File: config.mk
export PLATFORM = sky130hd
export DESIGN_NAME = uart_spbrg_flat
export DESIGN_NICKNAME = d
export VERILOG_FILES = /design/src/rtl/uart_spbrg_if.sv /design/src/rtl/uart_spbrg.sv /design/src/flat_wrapper.sv
export SDC_FILE = /design/constraint.sdc
export NUM_CORES = 1
export LEC_CHECK = 0
export CORE_ASPECT_RATIO = 0.8
export CORE_MARGIN = 2
export CORE_UTILIZATION = 55
export CTS_CLUSTER_SIZE = 20
export DETAILED_ROUTE_END_ITERATION = 8
export GPL_TIMING_DRIVEN = 1
export PLACE_DENSITY = 0.89
export SYNTH_ARGS = -nofsm -noshare
export SYNTH_HDL_FRONTEND = slang
export SYNTH_SLANG_ARGS = --single-unit
File: constraint.sdc
create_clock -name clk -period 4.25 [get_ports clk]
set_clock_uncertainty 0.15 [all_clocks]
set_input_delay 0.85 -clock clk [delete_from_list [all_inputs] [get_ports clk]]
set_output_delay 0.85 -clock clk [all_outputs]
set_load 0.1 [all_outputs]
File: src/rtl/uart_spbrg_if.sv
// Register/strobe bundle between the UART baud-rate generator and its host.
// The master side is the CPU/UART core; the slave side is uart_spbrg.
interface uart_spbrg_if;
  logic       sync;
  logic       brgh;
  logic       spbrg_reg_wr_en;
  logic [7:0] spbrg_reg_in;
  logic [7:0] spbrg_reg_out;
  logic       uart_tx_shift_en;

  modport master (
    output sync,
    output brgh,
    output spbrg_reg_wr_en,
    output spbrg_reg_in,
    input  spbrg_reg_out,
    input  uart_tx_shift_en
  );

  modport slave (
    input  sync,
    input  brgh,
    input  spbrg_reg_wr_en,
    input  spbrg_reg_in,
    output spbrg_reg_out,
    output uart_tx_shift_en
  );
endinterface

File: src/rtl/uart_spbrg.sv
// UART baud-rate generator: SPBRG register plus a prescaled divider emitting a one-clock strobe
// every N*(SPBRG+1) clocks. Define UART_SPBRG_SYNC_EN to enable the sync-mode (N=4) rate.
module uart_spbrg (
  input  logic        clk,
  input  logic        rst,
  uart_spbrg_if.slave bus
);

  logic [7:0] spbrg;
  logic [5:0] uart_clk_count_prescaler;
  logic [7:0] uart_clk_count;
  logic       uart_tx_shift_en;
  logic [5:0] prescale_last;

`ifdef UART_SPBRG_SYNC_EN
  always_comb begin
    prescale_last = 6'd63;
    if (bus.sync) begin
      prescale_last = 6'd3;
    end else if (bus.brgh) begin
      prescale_last = 6'd15;
    end
  end
`else
  logic unused_sync;
  assign unused_sync = bus.sync;

  always_comb begin
    prescale_last = 6'd63;
    if (bus.brgh) begin
      prescale_last = 6'd15;
    end
  end
`endif

  // The >= compares keep the divider from overrunning when SPBRG or N shrink mid-period.
  always_ff @(posedge clk or negedge rst) begin
    if (!rst) begin
      spbrg                    <= 8'd0;
      uart_clk_count_prescaler <= 6'd0;
      uart_clk_count           <= 8'd0;
      uart_tx_shift_en         <= 1'b0;
    end else begin
      uart_tx_shift_en <= 1'b0;
      if (bus.spbrg_reg_wr_en) begin
        spbrg <= bus.spbrg_reg_in;
      end
      if (uart_clk_count_prescaler >= prescale_last) begin
        uart_clk_count_prescaler <= 6'd0;
        if (uart_clk_count >= spbrg) begin
          uart_clk_count   <= 8'd0;
          uart_tx_shift_en <= 1'b1;
        end else begin
          uart_clk_count <= uart_clk_count + 8'd1;
        end
      end else begin
        uart_clk_count_prescaler <= uart_clk_count_prescaler + 6'd1;
      end
    end
  end

  assign bus.spbrg_reg_out    = spbrg;
  assign bus.uart_tx_shift_en = uart_tx_shift_en;

endmodule

File: src/flat_wrapper.sv
// flat-port wrapper written by rule: the top's interface ports become plain ports
module uart_spbrg_flat 
  (clk, rst, bus_sync, bus_brgh, bus_spbrg_reg_wr_en, bus_spbrg_reg_in, bus_spbrg_reg_out, bus_uart_tx_shift_en);
  uart_spbrg_if bus_i ();
  input  logic clk;
  input  logic rst;
  input wire logic [$bits(bus_i.sync)-1:0] bus_sync;
  input wire logic [$bits(bus_i.brgh)-1:0] bus_brgh;
  input wire logic [$bits(bus_i.spbrg_reg_wr_en)-1:0] bus_spbrg_reg_wr_en;
  input wire logic [$bits(bus_i.spbrg_reg_in)-1:0] bus_spbrg_reg_in;
  output wire logic [$bits(bus_i.spbrg_reg_out)-1:0] bus_spbrg_reg_out;
  output wire logic [$bits(bus_i.uart_tx_shift_en)-1:0] bus_uart_tx_shift_en;
  assign bus_i.sync = bus_sync;
  assign bus_i.brgh = bus_brgh;
  assign bus_i.spbrg_reg_wr_en = bus_spbrg_reg_wr_en;
  assign bus_i.spbrg_reg_in = bus_spbrg_reg_in;
  assign bus_spbrg_reg_out = bus_i.spbrg_reg_out;
  assign bus_uart_tx_shift_en = bus_i.uart_tx_shift_en;
  uart_spbrg u_core (.clk(clk), .rst(rst), .bus(bus_i));
endmodule
# [Yosys cells after proc, flatten, opt, wreduce, memory -nomap -nowiden]
# Index checks and enable logic that the tools add are counted.
[totals] reg_bits=23 elab_cells=13 input_bits=13 out_inout_bits=9
[classes] add_sub_neg=2 n_lt_le_gt_ge=2 n_mux=5
[op_table] operator="two-way mux 6 bit" count=2
[op_table] operator="adder 8 x 1 -> 8 bit, second input constant" count=1
[op_table] operator="greater-or-equal comparator 8 bit" count=1
[op_table] operator="two-way mux 8 bit" count=1
[op_table] operator="adder 6 x 1 -> 6 bit, second input constant" count=1
[op_table] operator="greater-or-equal comparator 6 bit" count=1
[op_table] operator="two-way mux 1 bit" count=2

# [Depth between registers and ports, before layout]
[depth] depth_word=3 ltp_mapped=7 mapped_depth_nobuf=7

# [Least setup slack after synthesis]
# Ideal clock, no wire load.
[synth_path] path_type="flip-flop to flip-flop" startpoint="reg u_core.spbrg[2], in the netlist u_core.bus.spbrg_reg_out[2]" endpoint="reg u_core.uart_clk_count[3]" path_stages_with_launch=8 setup_ps=82 n_path_buf=0 slack_ps=1822 arrival_ps=2196 required_ps=4018 cell_sequence="dfrtp_1 > inv_1 > ha_1 > a211oi_2 > o21ai_2 > a21oi_4 > nand2_4 > o22ai_1"
[synth_between] elab_chain_cells=2
[synth_rtl] element="start, declared" line="uart_spbrg.sv:9" text="logic [7:0] spbrg;"
[synth_rtl] element="start signal, assigned" line="uart_spbrg.sv:46" text="spbrg <= bus.spbrg_reg_in;"
[synth_rtl] element="greater-or-equal comparator 8 bit" line="uart_spbrg.sv:50" text="if (uart_clk_count >= spbrg) begin"
[synth_rtl] element="two-way mux 8 bit" line="uart_spbrg.sv:50"
[synth_rtl] element="end signal, assigned" line="uart_spbrg.sv:54" text="uart_clk_count <= uart_clk_count + 8'd1;"
[synth_rtl] element="end, declared" line="uart_spbrg.sv:11" text="logic [7:0] uart_clk_count;"
# Every way passes these cells.
# A chain may end at the register's enable or synchronous reset.

# [Worst setup path after layout]
[layout_path] startpoint="reg u_core.spbrg[0], in the netlist u_core.bus.spbrg_reg_out[0]" endpoint="out bus_spbrg_reg_out[0]"
[layout_rtl] element="end, declared" line="flat_wrapper.sv:11" text="output wire logic [$bits(bus_i.spbrg_reg_out)-1:0] bus_spbrg_reg_out;"
# No word-level cell between the ends.

==> summary.txt <==
Run status
  • Status: complete, no violations

Setup path
  • Critical path cell sequence: clkdlybuf4s50_1
  • Critical path's largest stage delay: between 1000 and 1500 ps
  • R2R Setup Slk: 2260 ps
  • Startpoint types: flip-flop
  • Buf/Inv on CP: 1
  • CP Class: reg2out
  • Critical path fanouts, max: 3
  • Worst R2R End: u_core.uart_clk_count[6]$_DFFE_PN0N_
  • R2R depth: 5
  • Critical Path AT: ~1900 ps
  • Slowest CP cell: clkdlybuf4s50_1
  • Crit path max-delay family: buffers and inverters
  • Worst r2r src: u_core.uart_clk_count_prescaler[5]$_DFF_PN0_
  • Worst endpoint required time: 3250 ps
  • Setup crit end kind: primary output

Min path
  • Hold endpoint: u_core.uart_clk_count_prescaler[0]$_DFF_PN0_
  • Hold path depth: 1
  • Start point of the worst hold path: u_core.uart_clk_count_prescaler[0]$_DFF_PN0_
  • Worst min path class: reg2reg

Clock tree
  • Num Clock Sinks: 23
  • H-tree levels: 1
  • Worst-skew pair later-pin latency: slightly above 300 ps
  • CTS Root Cell: clkbuf_4
  • Clock Tree Buf Depth: 2
  • Post-CTS sizing: 0
  • Post-CTS setup buffers: 0
  • Hold_buf cts: 0
  • CTS clock-pin slew for the worst setup and hold paths: between 100 and 150 ps
  • Total CTS buffers: 3
  • CTS tree: built

Routing
  • Starting DRT DRC Count: 23
  • DR vias/cell: 5.58
  • TritonRoute pass-1 iters: 4
  • Routed Antenna Nets: 0
  • Via count: 971
  • WL final: approximately 2.5 mm
  • Avg WL per Cell: 14.2 um
  • Remaining DRCs: 0

Cells and area
  • Non-Filler Instances: 174
  • Final net count: 175
  • Area Overhead vs Synth: 19.9%
  • Layout cells sized above 1: 9.40%
  • Antenna cells: 0

Logic synthesis
  • Synth warn: 0
  • Top_reg_cell synth: dfrtp_1
  • Post-synthesis sequential area ratio: 46.0%
  • Synth top area cells: dfrtp_1, ha_1, nand2_1, inv_1, o21ai_0
  • Synthesized area: 1250 um2
  • Post-synth ARST share: 100%
  • Largest area contributor in the netlist: dfrtp_1
  • EDFF count, synth: 0
  • Syn avg cell area: 9.85 um2
  • Synthesized Nets: 152
  • Post-synth cell types: 33
  • Most frequent cell after synthesis: dfrtp_1
  • Commonest cells post-synth: dfrtp_1, nand2_1, ha_1
  • Mapped Cells: 127
  • Top cell type's share of synthesized area: between 40% and 50%
  • Seq cells post-synth: 23

Timing
  • Final-report hold violation count: 0
  • RSZ-0062 raised after global routing: false
  • Endpoints failing setup: 0
  • Worst Tran Pin Value: slightly above 1000 ps
  • Slew Viols, Final: 0
  • Sum of negative setup slack: 0 ps
  • Relative slew margins: between 30% and 40%
  • Final Cycle Share: 67.0%
  • Tmin final: 2850 ps
  • Fmax: about 350 MHz

Floorplanning
  • # rows: 15
  • I/O Pins: 22
  • Die width: 57.3 um
  • Initial core utilization: 58.0%
  • Core area: around 2200 um2
  • Die ar.: 2670 um2
  • Die height: 46.7 um

Power
  • Int Power: 0.463 mW
  • Sequential power share: about 43%
  • Psw: around 0.38 mW
  • Total power divided by cell area: approximately 560 nW/um2
  • Pleak: 0.666 nW
  • Logic pwr share: 45.2%
  • Peak supply drop: 366 uV
  • Power share of the clock group: 12.3%
  • Sw Share: 44.9%

Place
  • Routability cong.: 0.806
  • Post-detail-place hpwl: 1.92 mm
  • Placed Cells: 170
  • Port bufs: 20

GRT
  • Grt ovf: 0
  • Largest net degree at the start of global routing: 24
  • Overall routing resource usage: 21.2%
  • Vias in the first global route: 947
  • Initial antenna violation count: 0
  • First-pass GRT wire length: 4.16 mm

Job
  • Max_cap viols: 0
## final cells by class
class	count	area (um2)
inverters	11	41.3
fillers	153	658
multi-input cells	91	626
repair buffers	20	200
well taps	25	31.3
flip-flops and latches	23	576
clock buffers	4	26.3
## how the worst max path moves through the flow
stage,endpoint,slack (ps),depth (start not counted),from
6_report,bus_spbrg_reg_out[0],1400,1,u_core.bus.spbrg_reg_out[0]$_DFFE_PN0P_
5_1_grt,bus_spbrg_reg_out[0],1340,1,u_core.bus.spbrg_reg_out[0]$_DFFE_PN0P_
4_1_cts,bus_spbrg_reg_out[0],1390,1,u_core.bus.spbrg_reg_out[0]$_DFFE_PN0P_
3_5_place_dp,u_core.uart_clk_count[6]$_DFFE_PN0N_,1340,6,bus_brgh
3_3_place_gp,u_core.uart_clk_count[6]$_DFFE_PN0N_,1400,6,bus_brgh
2_1_floorplan,u_core.uart_clk_count[3]$_DFFE_PN0N_,1820,7,u_core.bus.spbrg_reg_out[2]$_DFFE_PN0P_
## metal layers
layer / wire, um / part of all wire (%) / up-vias / global-route usage (%)
met3: 85 / 3.4 / 4 / 5.06
li1: - / - / 481 / -
met5: 0 / 0 / - / 0
met4: 33 / 1.3 / 0 / 5.58
met1: 1130 / 46 / 465 / 25.5
met2: 1230 / 49 / 21 / 38.9
## power by group through the flow
| stage | sequential (mW) | clock [mW] | combinational [mW] |
|---|---|---|---|
| 2_1_floorplan | 0.406 | 0 | 0.236 |
| 4_1_cts | 0.356 | 0.105 | 0.382 |
| 5_1_grt | 0.366 | 0.112 | 0.421 |
| 3_5_place_dp | 0.360 | 0 | 0.381 |
| 6_report | 0.357 | 0.103 | 0.380 |
| 3_3_place_gp | 0.353 | 0 | 0.359 |
## state kept, by name (all words and copies together), names as in the netlist
name                             cells
u_core.bus.uart_tx_shift_en          1
u_core.uart_clk_count_prescaler      6
u_core.uart_clk_count                8
u_core.bus.spbrg_reg_out             8
## layout by cell type (no fill, tap or decap), types with 2 or more instances in the layout
cell	synthesis	layout
nand3_2	2	2
inv_1	11	11
ha_1	12	12
xor2_1	2	2
o21ai_1	5	5
o21ai_0	8	8
dfrtp_1	23	23
a21oi_1	6	6
clkbuf_4	0	3
xnor2_1	2	2
nand2_1	19	19
clkdlybuf4s50_1	0	20
o22ai_1	3	3
nor2_1	8	8
or3_1	2	2
nand2b_1	2	2
nand3_1	4	4
## cell families after synthesis
logic type / count (synthesis) / share of synthesized area, %
buffers and inverters: 13 / 4.00
DFF: 23 / 46.0
AOI/OAI and AO/OA: 31 / 16.9
and+or+nand+nor: 43 / 17.4
adders and majority gates: 12 / 12.0
xor gates and xnor gates: 4 / 2.80
muxes: 1 / 0.900
## through the flow
stage	worst slack [ps]	util [%]	hold WS [ps]	total power, mW	cell area (um2)
final	1400	69.5	336	0.841	1500
after global routing	1340	69.5	354	0.898	1500
after floorplan	1820	-	283	0.642	1250
after detailed placement	1340	68.3	320	0.741	1470
after global placement	1400	68.3	296	0.712	1470
after CTS	1390	69.5	338	0.843	1500
(Power assumes the default switching activity.)
